$ cat config.mk
export PLATFORM = sky130hd
export DESIGN_NAME = sudoku_grid_validator
export DESIGN_NICKNAME = d
export VERILOG_FILES = /design/src/rtl/sudoku_grid_validator.sv
export SDC_FILE = /design/constraint.sdc
export NUM_CORES = 2
export LEC_CHECK = 0
export CAP_MARGIN = 40
export CORE_UTILIZATION = 30
export CTS_CLUSTER_SIZE = 14
export DETAILED_ROUTE_END_ITERATION = 16
export GPL_TIMING_DRIVEN = 0
export SKIP_CTS_REPAIR_TIMING = 1
export SLEW_MARGIN = 20
export SYNTH_ARGS = -nofsm -noshare
export SYNTH_HDL_FRONTEND = slang
export SYNTH_SLANG_ARGS = --single-unit
$ cat constraint.sdc
create_clock -name clk -period 10.82 [get_ports clk]
set_input_delay 1.082 -clock clk [delete_from_list [all_inputs] [get_ports clk]]
set_output_delay 1.082 -clock clk [all_outputs]
set_load 0.005 [all_outputs]
$ cat src/rtl/sudoku_grid_validator.sv
// rtl/sudoku_grid_validator.sv - 9x9 grid checker: cell range pass, then 27 units one per cycle.
module sudoku_grid_validator #(
    parameter int CNT_W = 10
) (
    input  logic             clk,
    input  logic             rst,
    input  logic [323:0]     puz_in,
    input  logic             next_p,
    output logic             busy,
    output logic             solution,
    output logic             give_up,
    output logic [4:0]       fail_unit,
    output logic [CNT_W-1:0] num_pass,
    output logic [CNT_W-1:0] num_fail
);

    typedef enum logic [1:0] {S_IDLE, S_RANGE, S_SCAN, S_DONE} state_t;

    state_t       r_state;
    logic [323:0] r_grid;
    logic [4:0]   r_unit;
    logic [6:0]   w_cells [9];
    logic [8:0]   w_mask;
    logic         w_illegal;

    // Units 0-8 are rows, 9-17 columns, 18-26 boxes; k walks the 9 cells of the unit.
    function automatic logic [6:0] cell_of(input logic [4:0] unit, input logic [3:0] k);
        logic [6:0] row;
        logic [6:0] col;
        logic [6:0] b;
        b = '0;
        if (unit < 5'd9) begin
            row = 7'(unit);
            col = 7'(k);
        end else if (unit < 5'd18) begin
            row = 7'(k);
            col = 7'(unit - 5'd9);
        end else begin
            b   = 7'(unit - 5'd18);
            row = 7'd3 * (b / 7'd3) + 7'(k / 4'd3);
            col = 7'd3 * (b % 7'd3) + 7'(k % 4'd3);
        end
        return row * 7'd9 + col;
    endfunction

    function automatic logic [8:0] onehot(input logic [3:0] d);
        if (d >= 4'd1 && d <= 4'd9)
            return 9'd1 << (d - 4'd1);
        else
            return '0;
    endfunction

    always_comb begin
        for (int k = 0; k < 9; k++)
            w_cells[k] = cell_of(r_unit, 4'(k));
    end

    always_comb begin
        w_mask = '0;
        for (int k = 0; k < 9; k++)
            w_mask = w_mask | onehot(r_grid[{w_cells[k], 2'b00} +: 4]);
    end

    always_comb begin
        w_illegal = 1'b0;
        for (int i = 0; i < 81; i++)
            if (r_grid[4*i +: 4] > 4'd9)
                w_illegal = 1'b1;
    end

    always_ff @(posedge clk or negedge rst) begin
        if (!rst) begin
            r_state   <= S_IDLE;
            r_grid    <= '0;
            r_unit    <= '0;
            busy      <= 1'b0;
            solution  <= 1'b0;
            give_up   <= 1'b0;
            fail_unit <= 5'd31;
            num_pass  <= '0;
            num_fail  <= '0;
        end else begin
            solution <= 1'b0;
            give_up  <= 1'b0;
            case (r_state)
                S_IDLE: begin
                    if (next_p) begin
                        r_grid    <= puz_in;
                        fail_unit <= 5'd31;
                        busy      <= 1'b1;
                        r_state   <= S_RANGE;
                    end
                end
                S_RANGE: begin
                    if (w_illegal) begin
                        fail_unit <= 5'd27;
                        give_up   <= 1'b1;
                        r_state   <= S_DONE;
                    end else begin
                        r_unit  <= '0;
                        r_state <= S_SCAN;
                    end
                end
                S_SCAN: begin
                    if (w_mask != 9'h1FF) begin
                        fail_unit <= r_unit;
                        give_up   <= 1'b1;
                        r_state   <= S_DONE;
                    end else if (r_unit == 5'd26) begin
                        solution <= 1'b1;
                        r_state  <= S_DONE;
                    end else begin
                        r_unit <= r_unit + 5'd1;
                    end
                end
                S_DONE: begin
                    // The result pulse itself records which tally to bump.
                    if (solution) begin
                        if (num_pass != '1)
                            num_pass <= num_pass + CNT_W'(1);
                    end else if (num_fail != '1) begin
                        num_fail <= num_fail + CNT_W'(1);
                    end
                    busy    <= 1'b0;
                    r_state <= S_IDLE;
                end
                default: r_state <= S_IDLE;
            endcase
        end
    end

endmodule

==> summary.md <==
| Metric | Value |
|---|---|
| Outcome | `finished with violations` |
| Violated checks | `negative setup slack` |
| Layout Nets | `slightly above 5000` |
| CTS tree | `yes` |
| Remaining DRCs | `0` |
| Max frequency | `approximately 0.092 GHz` |
| PortBufs | `354` |
| Final period util | `1.00` |
| Synth top area cells | `mux4_2 (41%), dfrtp_1 (19%), mux2_2 (8.0%)` |
| Worst-skew pair later-pin latency | `~0.7 ns` |
| I/O pin count | `~360` |
| Num CTS Buffers | `46` |
| Worst Path Max Fanout | `11` |
| Worst path arrival time | `11.40 ns` |
| Initial antenna violation count | `29` |
| Count leader, synth | `mux4_2` |
| Critical Path Slowest Stage Cell | `or4_4` |
| Multi-input gate area | `roughly 38000 um^2` |
| Peak VDD IR | `roughly 0.00017 V` |
| Final hold violations | `0` |
| H-tree depth | `2` |
| # setup viols final | `1` |
| First-pass iteration count of the detailed router | `8` |
| Synth async-reset ratio | `1.00` |
| Layout cells sized above 1 | `0.438` |
| Worst Path Buf+Inv | `16` |
| Yosys reg bits | `between 300 and 400` |
| Synth area leader | `mux4_2` |
| Initial core utilization | `0.303` |
| Synth top area share | `0.412` |
| Worst reg2reg startpoint | `r_unit[1]$_DFFE_PN0P_` |
| Max-Cap Viols | `0` |
| Most common library cells after synthesis | `mux4_2 (868), clkbuf_1 (407), dfrtp_1 (354)` |
| Post-synthesis cell type count | `roughly 120` |
| Slack of the critical path | `-0.0369 ns` |
| Synth Flop Type | `dfrtp_1` |
| Crit path max-delay family | `buffers and inverters` |
| Kind of critical path | `flop to flop` |
| Post-place setup slack | `-3.32 ns` |
| Routed Antenna Nets | `0` |
| Clock buffer depth | `3` |
| DR vias | `between 40000 and 50000` |
| Vias per cell | `about 7.0` |
| Syn Std Cell Area | `47500 um^2` |
| Std-Cell Rows | `~150` |
| Min cycle time layout | `10.86 ns` |
| Core area | `~160000 um^2` |
| Die X | `400 um` |
| Post-synth EDFFs | `0` |
| Final Max Tran Viols | `0` |
| CP Capture Type | `flop` |
| Area Overhead vs Synth | `28.0%` |
| Largest net degree at the start of global routing | `95` |
| Clock root buffer | `clkbuf_16` |
| Max-slew headroom | `0.326` |
| Worst min-delay path category | `primary input to asynchronous set/reset pin` |
| Register area | `8990 um^2` |
| Max stage delay on crit path | `roughly 0.57 ns` |
| Die footprint | `approximately 160000 um^2` |
| Post-DP HPWL | `between 200000 and 250000 um` |
| GPL Wtd Cong | `approximately 1.1` |
| Worst EP required | `roughly 11 ns` |
| Dpl cell area | `approximately 56000 um^2` |
| Die Y-Extent | `400 um` |
| Post-synthesis cell count | `~4000` |
| CTS clk-pin slew, worst paths | `0.08 ns` |
| Reg2reg setup slack | `-0.04 ns` |
| Post-synthesis average cell area | `about 12 um^2` |
| Worst-Margin Slew | `about 1 ns` |
| Placed Instances | `between 6000 and 7000` |
| Leak | `~23 nW` |
| FF-to-FF End | `r_state[1]$_DFFE_PN0P_` |
| Finished Cell Area | `60800 um^2` |
| PnR Total Power | `between 15 and 20 mW` |
| Crit path launch type | `flop` |
| Global-route wire length before repair | `approximately 410000 um` |
| Global route overflow | `0` |
| Sequential fraction of the synthesis area | `0.189` |
| Synth Warn # | `0` |
| Iter 0 DRT Violations | `between 6000 and 7000` |
| Drt total wl | `about 320000 um` |
| Fill cell count | `approximately 15000` |
| Clock skew | `approximately 0.056 ns` |
| R2R depth | `44` |
| Wirelength per Cell | `between 40 and 50 um` |
| Vias in the first global route | `44728` |
| Clock Sink Count | `between 300 and 400` |
| GRT Util Overall | `0.386` |
| Power Density | `about 250 nW/um^2` |
| Finished Layout Cells | `6809` |
## cell families (layout without fill, tap and decap cells)
group / count (synthesis) / count (layout) / synth area share
other cells: 1 / 16 / 0.0000790
xor+xnor: 116 / 116 / 0.0224
mux: 1305 / 1305 / 0.513
flops: 359 / 359 / 0.189
compound gates: 539 / 539 / 0.0766
fa+ha+maj: 161 / 161 / 0.0470
buf+inv: 682 / 1383 / 0.0573
simple gates: 871 / 872 / 0.0942
## per-stage QoR
| step | util | TNS, ns | hold slack (ns) |
|---|---|---|---|
| finish | 0.388 | -0.0369 | 0.320 |
| global route | 0.388 | -1.30 | 0.354 |
| CTS | 0.365 | -45.14 | 0.314 |
| detailed placement | 0.354 | -44.20 | 0.489 |
| global placement | 0.342 | -2946.40 | 0.476 |
| floorplan | - | 0 | 0.481 |
## layout by cell type (no fill, tap or decap), types with 44 or more instances in the layout
cell             count
mux4_2             868
clkdlybuf4s50_1    353
dfrtp_1            351
mux2_2             338
clkbuf_1           332
nand2_1            200
nor2_1             169
o21ai_0            144
buf_4              139
inv_1              123
ha_1               109
a21oi_1             92
buf_6               92
nand3_1             75
mux2i_1             69
buf_2               68
nor3_1              63
nand4_1             58
xnor2_1             50
clkbuf_2            48
clkbuf_16           46
buf_8               44
## layout make-up
cell class,instances,area share
diodes,14,0.000576
well taps,2058,0.0424
inverters,132,0.00852
multi-input cells,2995,0.617
repair buffers,626,0.106
clock inverters,25,0.00648
clock buffers,61,0.0210
flip-flops and latches,359,0.148
plain buffers,539,0.0499
## power by group
group | internal, mW | switching, mW
clock network | 1.01 | 0.730
registers | 2.00 | 0.870
logic | 4.63 | 6.04
total | 7.64 | 7.64
## worst max-delay path by stage
stage | slack, ns | startpoint | cells past startpoint | endpoint
after floorplan | 0.21 | r_unit[1]$_DFFE_PN0P_ | 45 | r_state[1]$_DFFE_PN0P_
after global placement | -8.24 | rst | 1 | r_grid[188]$_DFFE_PN0P_
after detailed placement | -3.32 | r_unit[1]$_DFFE_PN0P_ | 49 | r_state[1]$_DFFE_PN0P_
after CTS | -3.38 | r_unit[1]$_DFFE_PN0P_ | 49 | r_state[1]$_DFFE_PN0P_
after global routing | -0.15 | r_unit[1]$_DFFE_PN0P_ | 51 | fail_unit[1]$_DFFE_PN1P_
final | -0.04 | r_unit[1]$_DFFE_PN0P_ | 44 | r_state[1]$_DFFE_PN0P_
## flip-flops by register name, indices dropped and copies added, names as in the netlist
name       count
r_grid       324
num_fail      10
num_pass      10
fail_unit      5
r_unit         5
r_state        2
busy           1
give_up        1
solution       1
## routing by layer
metal  vias up  wire [um]  track usage  share of wire
li1      17417          -            -              -
met4        42      33100        0.308           0.10
met3      1244      42800        0.175           0.14
met2      4243     132000        0.556           0.42
met5         -        971       0.0169         0.0031
met1     24384     108000        0.440           0.34
(Power assumes the default switching activity.)
